## config.mk

```make
export PLATFORM = sky130hd
export DESIGN_NAME = sort_seq_ctrl
export DESIGN_NICKNAME = d
export VERILOG_FILES = /design/src/rtl/sort_seq_ctrl.sv
export SDC_FILE = /design/constraint.sdc
export NUM_CORES = 1
export LEC_CHECK = 0
export CORE_ASPECT_RATIO = 1.5
export CORE_UTILIZATION = 50
export CTS_BUF_LIST = sky130_fd_sc_hd__clkbuf_16
export CTS_CLUSTER_DIAMETER = 40
export DETAILED_ROUTE_END_ITERATION = 16
export GPL_TIMING_DRIVEN = 0
export PLACE_DENSITY = 0.74
export SLEW_MARGIN = 20
export SYNTH_ARGS = -nofsm -noshare
export SYNTH_HDL_FRONTEND = slang
export SYNTH_SLANG_ARGS = --single-unit
export TNS_END_PERCENT = 30
```

## constraint.sdc

```tcl
create_clock -name clk -period 3.8 [get_ports clk]
set_clock_uncertainty 0.1 [all_clocks]
set_input_delay 0.76 -clock clk [delete_from_list [all_inputs] [get_ports clk]]
set_output_delay 0.76 -clock clk [all_outputs]
set_load 0.02 [all_outputs]
```

## src/rtl/sort_seq_ctrl.sv

```systemverilog
// sort_seq_ctrl
//   Sequential bubble-sort controller. Loads N signed W-bit words over a
//   valid/ready port, sorts them in place with one compare-and-swap per cycle
//   on a single shared signed comparator, then streams them out over a
//   valid/ready port with a last flag.
// Ports:
//   clk, rst_n            clock, synchronous active-low reset
//   in_valid/in_ready     input handshake; in_data word, in_desc order
//                         (0 ascending, 1 descending, taken with word 0)
//   out_valid/out_ready   output handshake; out_data word, out_last on word N-1
//   busy                  high while sorting or streaming out
//   swap_cnt              swaps performed in the current/last batch
module sort_seq_ctrl #(
  parameter int W = 8,
  parameter int N = 4
) (
  input  logic                              clk,
  input  logic                              rst_n,
  input  logic                              in_valid,
  input  logic [W-1:0]                      in_data,
  input  logic                              in_desc,
  output logic                              in_ready,
  output logic                              out_valid,
  output logic [W-1:0]                      out_data,
  output logic                              out_last,
  input  logic                              out_ready,
  output logic                              busy,
  output logic [$clog2(N*(N-1)/2+1)-1:0]    swap_cnt
);

  localparam int IW  = $clog2(N);
  localparam int SCW = $clog2(N*(N-1)/2+1);

  localparam logic [IW-1:0] LAST_IDX  = IW'(N-1);
  localparam logic [IW-1:0] PAIR_LAST = IW'(N-2);

  localparam logic [1:0] ST_LOAD = 2'd0;
  localparam logic [1:0] ST_SORT = 2'd1;
  localparam logic [1:0] ST_OUT  = 2'd2;

  logic [1:0]     state_q, state_d;
  logic [W-1:0]   mem_q [N];
  logic [W-1:0]   mem_d [N];
  logic [IW-1:0]  k_q, k_d;     // load index in LOAD, output index in OUT
  logic [IW-1:0]  j_q, j_d;     // pair index within a pass
  logic [IW-1:0]  p_q, p_d;     // pass number
  logic [SCW-1:0] swap_q, swap_d;
  logic           desc_q, desc_d;

  // Shared comparator: A - B computed as A + ~B + 1. The carry into the MSB
  // comes from a separate (W-1)-bit add so the overflow flag is explicit.
  logic [IW-1:0] j_nx;
  logic [W-1:0]  cmp_a, cmp_b;
  logic [W:0]    diff_full;
  logic [W-1:0]  diff_lo;
  logic [W-1:0]  diff_s;
  logic          cmp_v, cmp_eq, cmp_gt, cmp_lt, do_swap;

  always_comb begin
    j_nx      = j_q + IW'(1);
    cmp_a     = mem_q[j_q];
    cmp_b     = mem_q[j_nx];
    diff_full = {1'b0, cmp_a} + {1'b0, ~cmp_b} + (W+1)'(1);
    diff_lo   = {1'b0, cmp_a[W-2:0]} + {1'b0, ~cmp_b[W-2:0]} + W'(1);
    diff_s    = diff_full[W-1:0];
    cmp_v     = diff_full[W] ^ diff_lo[W-1];
    cmp_eq    = (diff_s == '0);
    cmp_gt    = (~diff_s[W-1] & ~cmp_eq & ~cmp_v) | (diff_s[W-1] & cmp_v);
    cmp_lt    = (diff_s[W-1] & ~cmp_v) | (~diff_s[W-1] & cmp_v);
    do_swap   = desc_q ? cmp_lt : cmp_gt;
  end

  always_comb begin
    state_d = state_q;
    mem_d   = mem_q;
    k_d     = k_q;
    j_d     = j_q;
    p_d     = p_q;
    swap_d  = swap_q;
    desc_d  = desc_q;
    case (state_q)
      ST_LOAD: begin
        if (in_valid) begin
          mem_d[k_q] = in_data;
          if (k_q == '0) begin
            desc_d = in_desc;
            swap_d = '0;
          end
          if (k_q == LAST_IDX) begin
            k_d     = '0;
            j_d     = '0;
            p_d     = '0;
            state_d = ST_SORT;
          end else begin
            k_d = k_q + IW'(1);
          end
        end
      end
      ST_SORT: begin
        if (do_swap) begin
          mem_d[j_q]  = cmp_b;
          mem_d[j_nx] = cmp_a;
          swap_d      = swap_q + SCW'(1);
        end
        // Each pass shortens by one since the largest (or smallest) element
        // has bubbled to the end; no early exit, so duration is fixed.
        if (j_q == PAIR_LAST - p_q) begin
          j_d = '0;
          p_d = p_q + IW'(1);
          if (p_q == PAIR_LAST) begin
            state_d = ST_OUT;
            k_d     = '0;
          end
        end else begin
          j_d = j_nx;
        end
      end
      ST_OUT: begin
        if (out_ready) begin
          if (k_q == LAST_IDX) begin
            k_d     = '0;
            state_d = ST_LOAD;
          end else begin
            k_d = k_q + IW'(1);
          end
        end
      end
      default: state_d = ST_LOAD;
    endcase
  end

  always_ff @(posedge clk) begin
    if (!rst_n) begin
      state_q <= ST_LOAD;
      for (int unsigned i = 0; i < N; i++) mem_q[i] <= '0;
      k_q     <= '0;
      j_q     <= '0;
      p_q     <= '0;
      swap_q  <= '0;
      desc_q  <= 1'b0;
    end else begin
      state_q <= state_d;
      for (int unsigned i = 0; i < N; i++) mem_q[i] <= mem_d[i];
      k_q     <= k_d;
      j_q     <= j_d;
      p_q     <= p_d;
      swap_q  <= swap_d;
      desc_q  <= desc_d;
    end
  end

  always_comb begin
    in_ready  = (state_q == ST_LOAD);
    out_valid = (state_q == ST_OUT);
    out_data  = mem_q[k_q];
    out_last  = (state_q == ST_OUT) && (k_q == LAST_IDX);
    busy      = (state_q == ST_SORT) || (state_q == ST_OUT);
    swap_cnt  = swap_q;
  end

endmodule

```

Yosys cells after proc, flatten, opt, wreduce, memory -nomap -nowiden. Cells that the tools add are included.

Bits in writable memories: 0. Word-level logic and storage cells: 115. ROM bits: 0. Output and inout bits: 15. Input bits: 13. Bits in latches: 0. Memories: 0. Bits in registers: 44.

$add $sub $neg: 9. Div/mod/pow operators: 0. Eq/ne operators: 13. $mul: 0. Reductions and logical operators: 17. Bitwise gates (word level): 16. Shift operators: 0. $lt $le $gt $ge: 6. Muxes and demuxes: 44.

Operators with widths (count): $bwmux 32 (3); $mux 8 (9); $mux 32 (2); $pmux 32 s2 (1); $bmux 8 s2 (3); $demux 8 s2 (3); $mux 2 (14); $pmux 2 s3 (2); $add 8x8->9 (1); $add 9x1->9 const B (1); $ge 3x3->1 const B (3); $lt 3x1->1 const B (3); $mux 3 (3); $not 2->3 (3); $reduce_and 3->1 (3); $add 7x7->8 (1); $add 8x1->8 const B (1); $logic_not 8->1 (1); $ne 2x1->1 const B (4); $ne 2x2->1 const B (4); $not 8->8 (1); $pmux 2 s2 (2); $reduce_and 4->1 (2); $not 7->7 (1); 19 further kinds (34).

Depth between registers and ports, before layout. Gate-level depths: netlist (run 1).

Depth after elaboration: 16. Gate-level depth with buffers: 17. Gate-level depth less buffers: 13.

Worst setup path before layout (run 1). Ideal clock, no wire load.

Kind: flip-flop to flip-flop. Start: register j_q[1]. End: register mem_q[0] (netlist name). Setup slack: -0.281 ns. Data required time: 3.546 ns. Data arrival time: 3.827 ns. Path buffers: 4. Cell stages (with the launch flop): 17. Library setup time: 0.154 ns. Cell sequence: dfxtp_1 clkbuf_1 inv_1 ha_1 clkbuf_1 mux4_2 ha_1 fa_1 xnor2_1 a221oi_1 nand4_1 or3_1 o211a_1 buf_6 buf_6 a21oi_1 a311oi_2.

Longest elaborated chain between the ends: 16. Elaborated cells between the ends (all ways): 44. Those cells by class: add/sub (5); order compare (4); eq/ne (1); mux (15); bitwise (15); reduce/logical (4).

RTL lines: start: declaration (RTL line 45) `logic [IW-1:0] j_q, j_d;`; start signal: assignment (RTL line 145) `j_q <= j_d;`; $add 2x1->2 (RTL line 60) `j_nx = j_q + IW'(1);`; $not 2->3 (not written as such) (RTL line 62, 102); $bmux 8 s2 (RTL line 62) `cmp_b = mem_q[j_nx];`; $mux 8 (not written as such) (2 in series) (RTL line 62); $not 8->8 (RTL line 63) `diff_full = {1'b0, cmp_a} + {1'b0, ~cmp_b} + (W+1)'(1);`; $add 8x8->9 (RTL line 63); $add 9x1->9 (RTL line 63); $logic_not 8->1 (RTL line 67) `cmp_eq = (diff_s == '0);`; $not 1->1 (RTL line 68) `cmp_gt = (~diff_s[W-1] & ~cmp_eq & ~cmp_v) | (diff_s[W-1] & cmp_v);`; $and 1x1->1 (2 in series) (RTL line 68); $or 1x1->1 (RTL line 68); $mux 1 (RTL line 70) `do_swap = desc_q ? cmp_lt : cmp_gt;`; $ne 2x2->1 (no line); $reduce_and 3->1 (no line); end: declaration (RTL line 42) `logic [W-1:0] mem_q [N];`.

Parallel ways exist; a longest one is shown, timed or not. The select of a mux whose other input is x is not followed. A chain may end at the register's enable or synchronous reset.

Final worst setup path (run 1).
Start: register j_q[0]. End: register mem_q[23] (netlist name).

Same word-level chain as after synthesis.

==> results_dict.tcl, run 1 <==
set metrics [dict create \
    grt_pass1_wl_microns 19300 \
    critical_path.max_fanout 10 \
    numClockSinks 44 \
    diodes 0 \
    drc 0 \
    cts_tree "yes" \
    via_count 3799 \
    ir_drop_mv 0.481 \
    final-max-slew-violation-count 0 \
    netSwitchingFraction 0.485 \
    antenna_left 0 \
    synth_top_family_by_area "compound AO/OA/AOI/OAI gates" \
    synth_fa_ha_area_frac 0.0787 \
    dieArea_sq_um 7860 \
    wl_per_cell_microns 22.7 \
    hold_buffers 0 \
    core_area_sq_um 7230 \
    dp_cells 530 \
    h-tree-depth 2 \
    grt_usage 0.327 \
    hold_viol 0 \
    p_switching_w 0.00208 \
    power_frac_seq 0.179 \
    first_iter_violations 448 \
    synth-edff-count 0 \
    async_flop_share 0 \
    die_h_microns 108 \
    required_ps 3820 \
    postLayoutCoreUtil 0.643 \
    drt-met1-wl_microns 4390 \
    crit_family "adder cells" \
    ys_ff_latch 44 \
    synth_commonest_cells "a21oi_1, dfxtp_1, a22oi_1, a22o_1, clkbuf_1" \
    synth_top_area_share 0.235 \
    port-buffer-count 26 \
    highest_layer "met4" \
    pre_cts_ws_ps -574 \
    share_comb_of_total_power 0.703 \
    fmax_mhz 267 \
    worstHoldPathType "reg -> reg" \
    wl_met3_microns 944 \
    clkPwrFrac 0.118 \
    path_class "reg -> reg" \
    powerDensity_nw_per_um2 923 \
    dp_hpwl_microns 8400 \
    initial_core_util 0.519 \
    critPathCaptureType "flip-flop" \
    wl_met2_microns 6250 \
    path_cells "buf_6 -> inv_2 -> ha_4 -> buf_8 -> mux4_2 -> ha_4 -> fa_2 -> nand4b_1 -> a21oi_2 -> nand4_1 -> or3_4 -> o211a_4 -> buf_8 -> buf_12 -> a21oi_2 -> a311oi_2" \
    routed_wl_microns 12400 \
    areaGrowthSynthToFinish_pct 23.8 \
    cap_violations 0 \
    cp-start-kind "flip-flop" \
    worstPathArrival_ps 3770 \
    critPathBufInv 5 \
    yosysWarnings 0 \
    grt_max_degree 14 \
    fin_crit_ps 3740 \
    synthesis.area_sq_um 3750 \
    placed_area_sq_um 4150 \
    syn_avg_cell_area_sq_um 9.29 \
    antenna_found_initial 0 \
    place.gp.congestion 0.958 \
    synthFlopType "dfxtp_1" \
    clk_pin_slew_ps 60 \
    finalPower_w 0.00429 \
    slew_headroom 0.239 \
    viasPerCell 6.96 \
    rows 38 \
    crit_path_max_incr_delay_ps 520 \
    ys_types 49 \
    setup_ws_ps 55.9 \
    rsz0062_at_grt "true" \
    setup_viol 0 \
    intPower_w 0.00221 \
    finalInstanceArea_sq_um 4650 \
    synth-xor-area-share 0.00933 \
    cts_max_path_buffers 2 \
    synth_fp_nets 440 \
    synth_compound_area_frac 0.334 \
    ys_seq_area_frac 0.235 \
    io_pins 28 \
    final_cells 546 \
    synthMuxAreaShare 0.163 \
    cts_root_buf "clkbuf_16" \
    clk_latency_ps 290 \
    p_leak_nw 1.55 \
    cts_buffers 5 \
    yosys.area_share.simple 0.0993 \
    yosys-top-cells-area "dfxtp_1, mux4_2, a22o_1" \
    grt_pass1_vias 3694 \
    worstMarginPinSlew_ps 1140 \
    dr.pass1.iters 5 \
    slowest_stage "fa_2" \
    grt_overflow_total 0 \
    final_nets 481 \
    drive_gt1_frac 0.226 \
    chipWidth_microns 72.7 \
    yosysTopAreaCell "dfxtp_1" \
    status "finished, final reports clean" \
    netlist_instances 404 \
    period_share 0.985 \
]
## final cells by class
cell class / count / area (sq um)
clock inverters: 3 / 38.8
clock buffers: 5 / 125
multi-input cells: 293 / 2760
well taps: 100 / 125
inverters: 23 / 86.3
fillers: 620 / 2580
flip-flops and latches: 44 / 888
repair buffers: 35 / 349
plain buffers: 43 / 269
## placed cells by master, fill, tap and decap left out, drive strengths merged, types with 22 or more instances in the layout
cell,netlist,layout
dfxtp,44,44
inv,23,24
buf,19,28
mux4,24,24
a21oi,44,44
a311oi,32,32
clkdlybuf4s50,0,26
a22o,32,32
a22oi,33,33
ha,22,22
clkbuf,25,29
## metrics by stage
step / hold slack [ps] / TNS (ps)
2_1_floorplan: 336 / 0
3_3_place_gp: 345 / -14700
3_5_place_dp: 356 / -15940
4_1_cts: 366 / 0
5_1_grt: 397 / -522
6_report: 367 / 0
## cell families after synthesis
logic type | after synthesis
xor+xnor | 4
buf+inv | 67
fa+ha+maj | 23
flops | 44
simple gates | 68
compound gates | 167
mux | 31
## worst register-to-register path, delay by kind of cell, from the launching register on
family                   cells  cell delay, ps
flip-flops                   1             360
AND/OR/NAND/NOR              3             580
adder cells (fa/ha/maj)      3             980
buffers and inverters        5             560
AO/OA/AOI/OAI                4             630
multiplexers                 1             370
## worst paths after layout
kind	to	cells after the start	slack, ps	startpoint
max	mem_q[23]$_SDFFE_PN0P_	16	60	j_q[0]$_SDFFE_PN0P_
min	p_q[1]$_SDFFE_PN0P_	2	370	p_q[1]$_SDFFE_PN0P_
min reg2reg	p_q[1]$_SDFFE_PN0P_	2	370	p_q[1]$_SDFFE_PN0P_
max reg2reg	mem_q[23]$_SDFFE_PN0P_	16	60	j_q[0]$_SDFFE_PN0P_
## sequential cells by signal, summed over array words and instances (netlist names)
name and flops:
mem_q 32, swap_cnt 3, j_q 2, k_q 2
p_q 2, state_q 2, desc_q 1
## per-layer routing
layer / global-route usage / up-vias
met5: 0 / -
met3: 0.0541 / 77
met4: 0.214 / 0
met2: 0.552 / 237
met1: 0.376 / 1817
li1: - / 1668
## timing repair
| item | CTS | global route |
|---|---|---|
| pin swaps | 3 | 13 |
| gates resized for setup | 20 | 44 |
| gates cloned | 0 | 1 |
| setup buffers | 5 | 3 |
| endpoints found under the setup margin | 35 | 32 |
## power by group through the flow
stage               Sequential (W)  Clock, W  Combinational [W]
detailed placement        0.000749         0            0.00259
finish                    0.000767  0.000506            0.00301
CTS                       0.000742  0.000506            0.00270
floorplan                 0.000703         0            0.00193
global placement          0.000736         0            0.00253
global route              0.000788  0.000523            0.00323
Power figures use the tool's default switching activity.
==> inputs of run 2 (changes only) <==
--- a/config.mk
+++ b/config.mk
@@ -11,7 +11,8 @@
 export CTS_CLUSTER_DIAMETER = 40
 export DETAILED_ROUTE_END_ITERATION = 16
 export GPL_TIMING_DRIVEN = 0
-export PLACE_DENSITY = 0.74
+export PLACE_DENSITY = 0.71
+export SKIP_CTS_REPAIR_TIMING = 1
 export SLEW_MARGIN = 20
 export SYNTH_ARGS = -nofsm -noshare
 export SYNTH_HDL_FRONTEND = slang
==> constraint.sdc (replaced) <==
create_clock -name clk -period 3.55 [get_ports clk]
set_clock_uncertainty 0.1 [all_clocks]
set_input_delay 0.71 -clock clk [delete_from_list [all_inputs] [get_ports clk]]
set_output_delay 0.71 -clock clk [all_outputs]
set_load 0.02 [all_outputs]
==> run 2 against run 1 <==
Net effect:
- the run now ends with setup timing left
- register-to-register slack got worse by 250 ps
- sequential share of layout area fell by 0.56 points
- sequential cell count did not move
- wire length fell by 1.8%
- cell count rose by 0.73%
- hold slack barely moved
- via count fell by 1.3%
- global-route usage fell by 0.86 points
- critical endpoint is now mem_q[17]$_SDFFE_PN0P_
==> results_dict.tcl, run 2 (synthesis gave the netlist of run 1 again) <==
set metrics [dict create \
    mostFrequentLayoutCell "dfxtp_1" \
    crit_path_max_incr_delay_ps 520 \
    critPathCaptureType "flip-flop" \
    crit_family "adder cells" \
    clk_pin_slew_ps 70 \
    path_cells "buf_12 -> inv_6 -> ha_4 -> mux4_2 -> ha_4 -> fa_2 -> nand4b_1 -> a21oi_1 -> nand4_1 -> or3_4 -> o211a_4 -> clkbuf_16 -> buf_6 -> a311oi_1" \
    reg2reg_slack_ps -200 \
    grt_max_degree 14 \
    p_leak_nw 1.60 \
    dp_hpwl_microns 8490 \
    initial_core_util 0.519 \
    antenna_left 0 \
    via_count 3751 \
    dieArea_sq_um 7860 \
    areaGrowthSynthToFinish_pct 27.5 \
    cp-start-kind "flip-flop" \
    worstMarginPinSlew_ps 1030 \
    rsz0062_at_grt "true" \
    setup_ws_ps -198 \
    grt_pass1_vias 3744 \
    period_share 1.06 \
    grt_pass1_wl_microns 18800 \
    placed_area_sq_um 4220 \
    worstPathArrival_ps 3840 \
    io_pins 28 \
    path_class "reg -> reg" \
    drive_gt1_frac 0.251 \
    viasPerCell 6.82 \
    cts_buffers 5 \
    cap_violations 0 \
    largest_reg_flops 32 \
    regMostFlops "mem_q" \
    fin_crit_ps 3750 \
    finalPower_w 0.00466 \
    diodes 0 \
    grt_usage 0.319 \
    final_cell_mix "dfxtp_1, a22oi_1, a22o_1" \
    final-max-slew-violation-count 0 \
    worstHoldPathType "reg -> reg" \
    setup_viol 32 \
    cts_tree "yes" \
    critical_path.max_fanout 10 \
    status "finished with violations" \
    fmax_mhz 267 \
    dr.pass1.iters 7 \
    failed_checks "setup timing" \
    grt_overflow_total 0 \
    hold_viol 0 \
    h-tree-depth 2 \
    numClockSinks 44 \
    antenna_found_initial 0 \
    pre_cts_ws_ps -458 \
    cts_root_buf "clkbuf_16" \
    die_h_microns 108 \
    core_area_sq_um 7230 \
    final_cells 550 \
    slew_headroom 0.315 \
    chipWidth_microns 72.7 \
    crit_top_cell "ha_4" \
    required_ps 3640 \
    ir_drop_mv 0.578 \
    place.gp.congestion 0.934 \
    cts_max_path_buffers 2 \
    first_iter_violations 468 \
    clk_latency_ps 290 \
    port-buffer-count 26 \
    drc 0 \
    powerDensity_nw_per_um2 973 \
    wl_per_cell_microns 22.1 \
    finalInstanceArea_sq_um 4790 \
    dp_cells 530 \
    final_nets 485 \
    routed_wl_microns 12200 \
    critPathBufInv 4 \
    slowest_stage "fa_2" \
    rows 38 \
    nFillCells 597 \
]
==> run 2: cell types whose count changed in the layout (fill, tap and decap cells not counted), moves of 2 or more <==
cell,delta
a21oi_1,-5
a21oi_2,+3
a21oi_4,+2
a311oi_1,-4
a311oi_2,+4
buf_12,+5
buf_4,+2
buf_8,-4
==> run 2: path summary, 6_finish.rpt <==
path,startpoint,cells after the start,end
setup / recovery,j_q[0]$_SDFFE_PN0P_,14,mem_q[17]$_SDFFE_PN0P_
hold / removal,p_q[1]$_SDFFE_PN0P_,2,p_q[1]$_SDFFE_PN0P_
setup reg to reg,j_q[0]$_SDFFE_PN0P_,14,mem_q[17]$_SDFFE_PN0P_
hold reg to reg,p_q[1]$_SDFFE_PN0P_,2,p_q[1]$_SDFFE_PN0P_
==> run 2: metal layers <==
metal	track usage	vias to the layer above	wire [microns]
met3	0.0475	68	1060
met5	0	-	0
met1	0.348	1762	4200
li1	-	1686	-
met4	0.218	0	684
met2	0.557	235	6210
==> run 2: layout make-up <==
type                            count  area (sq um)  area share
Inverter                           23          91.3      0.0191
Clock buffer                        5           125      0.0261
Clock inverter                      3          38.8     0.00810
Multi-Input combinational cell    293          2820       0.589
Sequential cell                    44           888       0.186
Timing Repair Buffer               39           405      0.0847
Tap cell                          100           125      0.0261
Buffer                             43           293      0.0612
==> run 2: per-stage QoR <==
| step | hold WS [ps] | util | TNS (ps) |
|---|---|---|---|
| 5_1_grt | 409 | 0.662 | -7270 |
| 6_report | 367 | 0.662 | -5060 |
| 3_5_place_dp | 358 | 0.584 | -12070 |
| 2_1_floorplan | 336 | - | 0 |
| 3_3_place_gp | 344 | 0.584 | -11260 |
| 4_1_cts | 366 | 0.607 | -12760 |
==> run 2: where the power goes <==
group | internal [W] | switching (W) | total (W)
clock | 0.000329 | 0.000212 | 0.000541
sequential | 0.000646 | 0.000180 | 0.000826
combinational | 0.00143 | 0.00186 | 0.00329
total | 0.00241 | 0.00225 | 0.00466
==> run 2: worst min-delay path, cell delays in order, from the launching register on <==
cell and delay (ps):
dfxtp_1 310, nand2_1 60, a21oi_1 50
==> inputs of run 3 (changes only) <==
--- a/config.mk
+++ b/config.mk
@@ -8,7 +8,7 @@
 export CORE_ASPECT_RATIO = 1.5
 export CORE_UTILIZATION = 50
 export CTS_BUF_LIST = sky130_fd_sc_hd__clkbuf_16
-export CTS_CLUSTER_DIAMETER = 40
+export CTS_CLUSTER_DIAMETER = 50
 export DETAILED_ROUTE_END_ITERATION = 16
 export GPL_TIMING_DRIVEN = 0
 export PLACE_DENSITY = 0.71
==> results of run 3 <==
No change in the layout: final DEF, timing and power equal those of run 2.
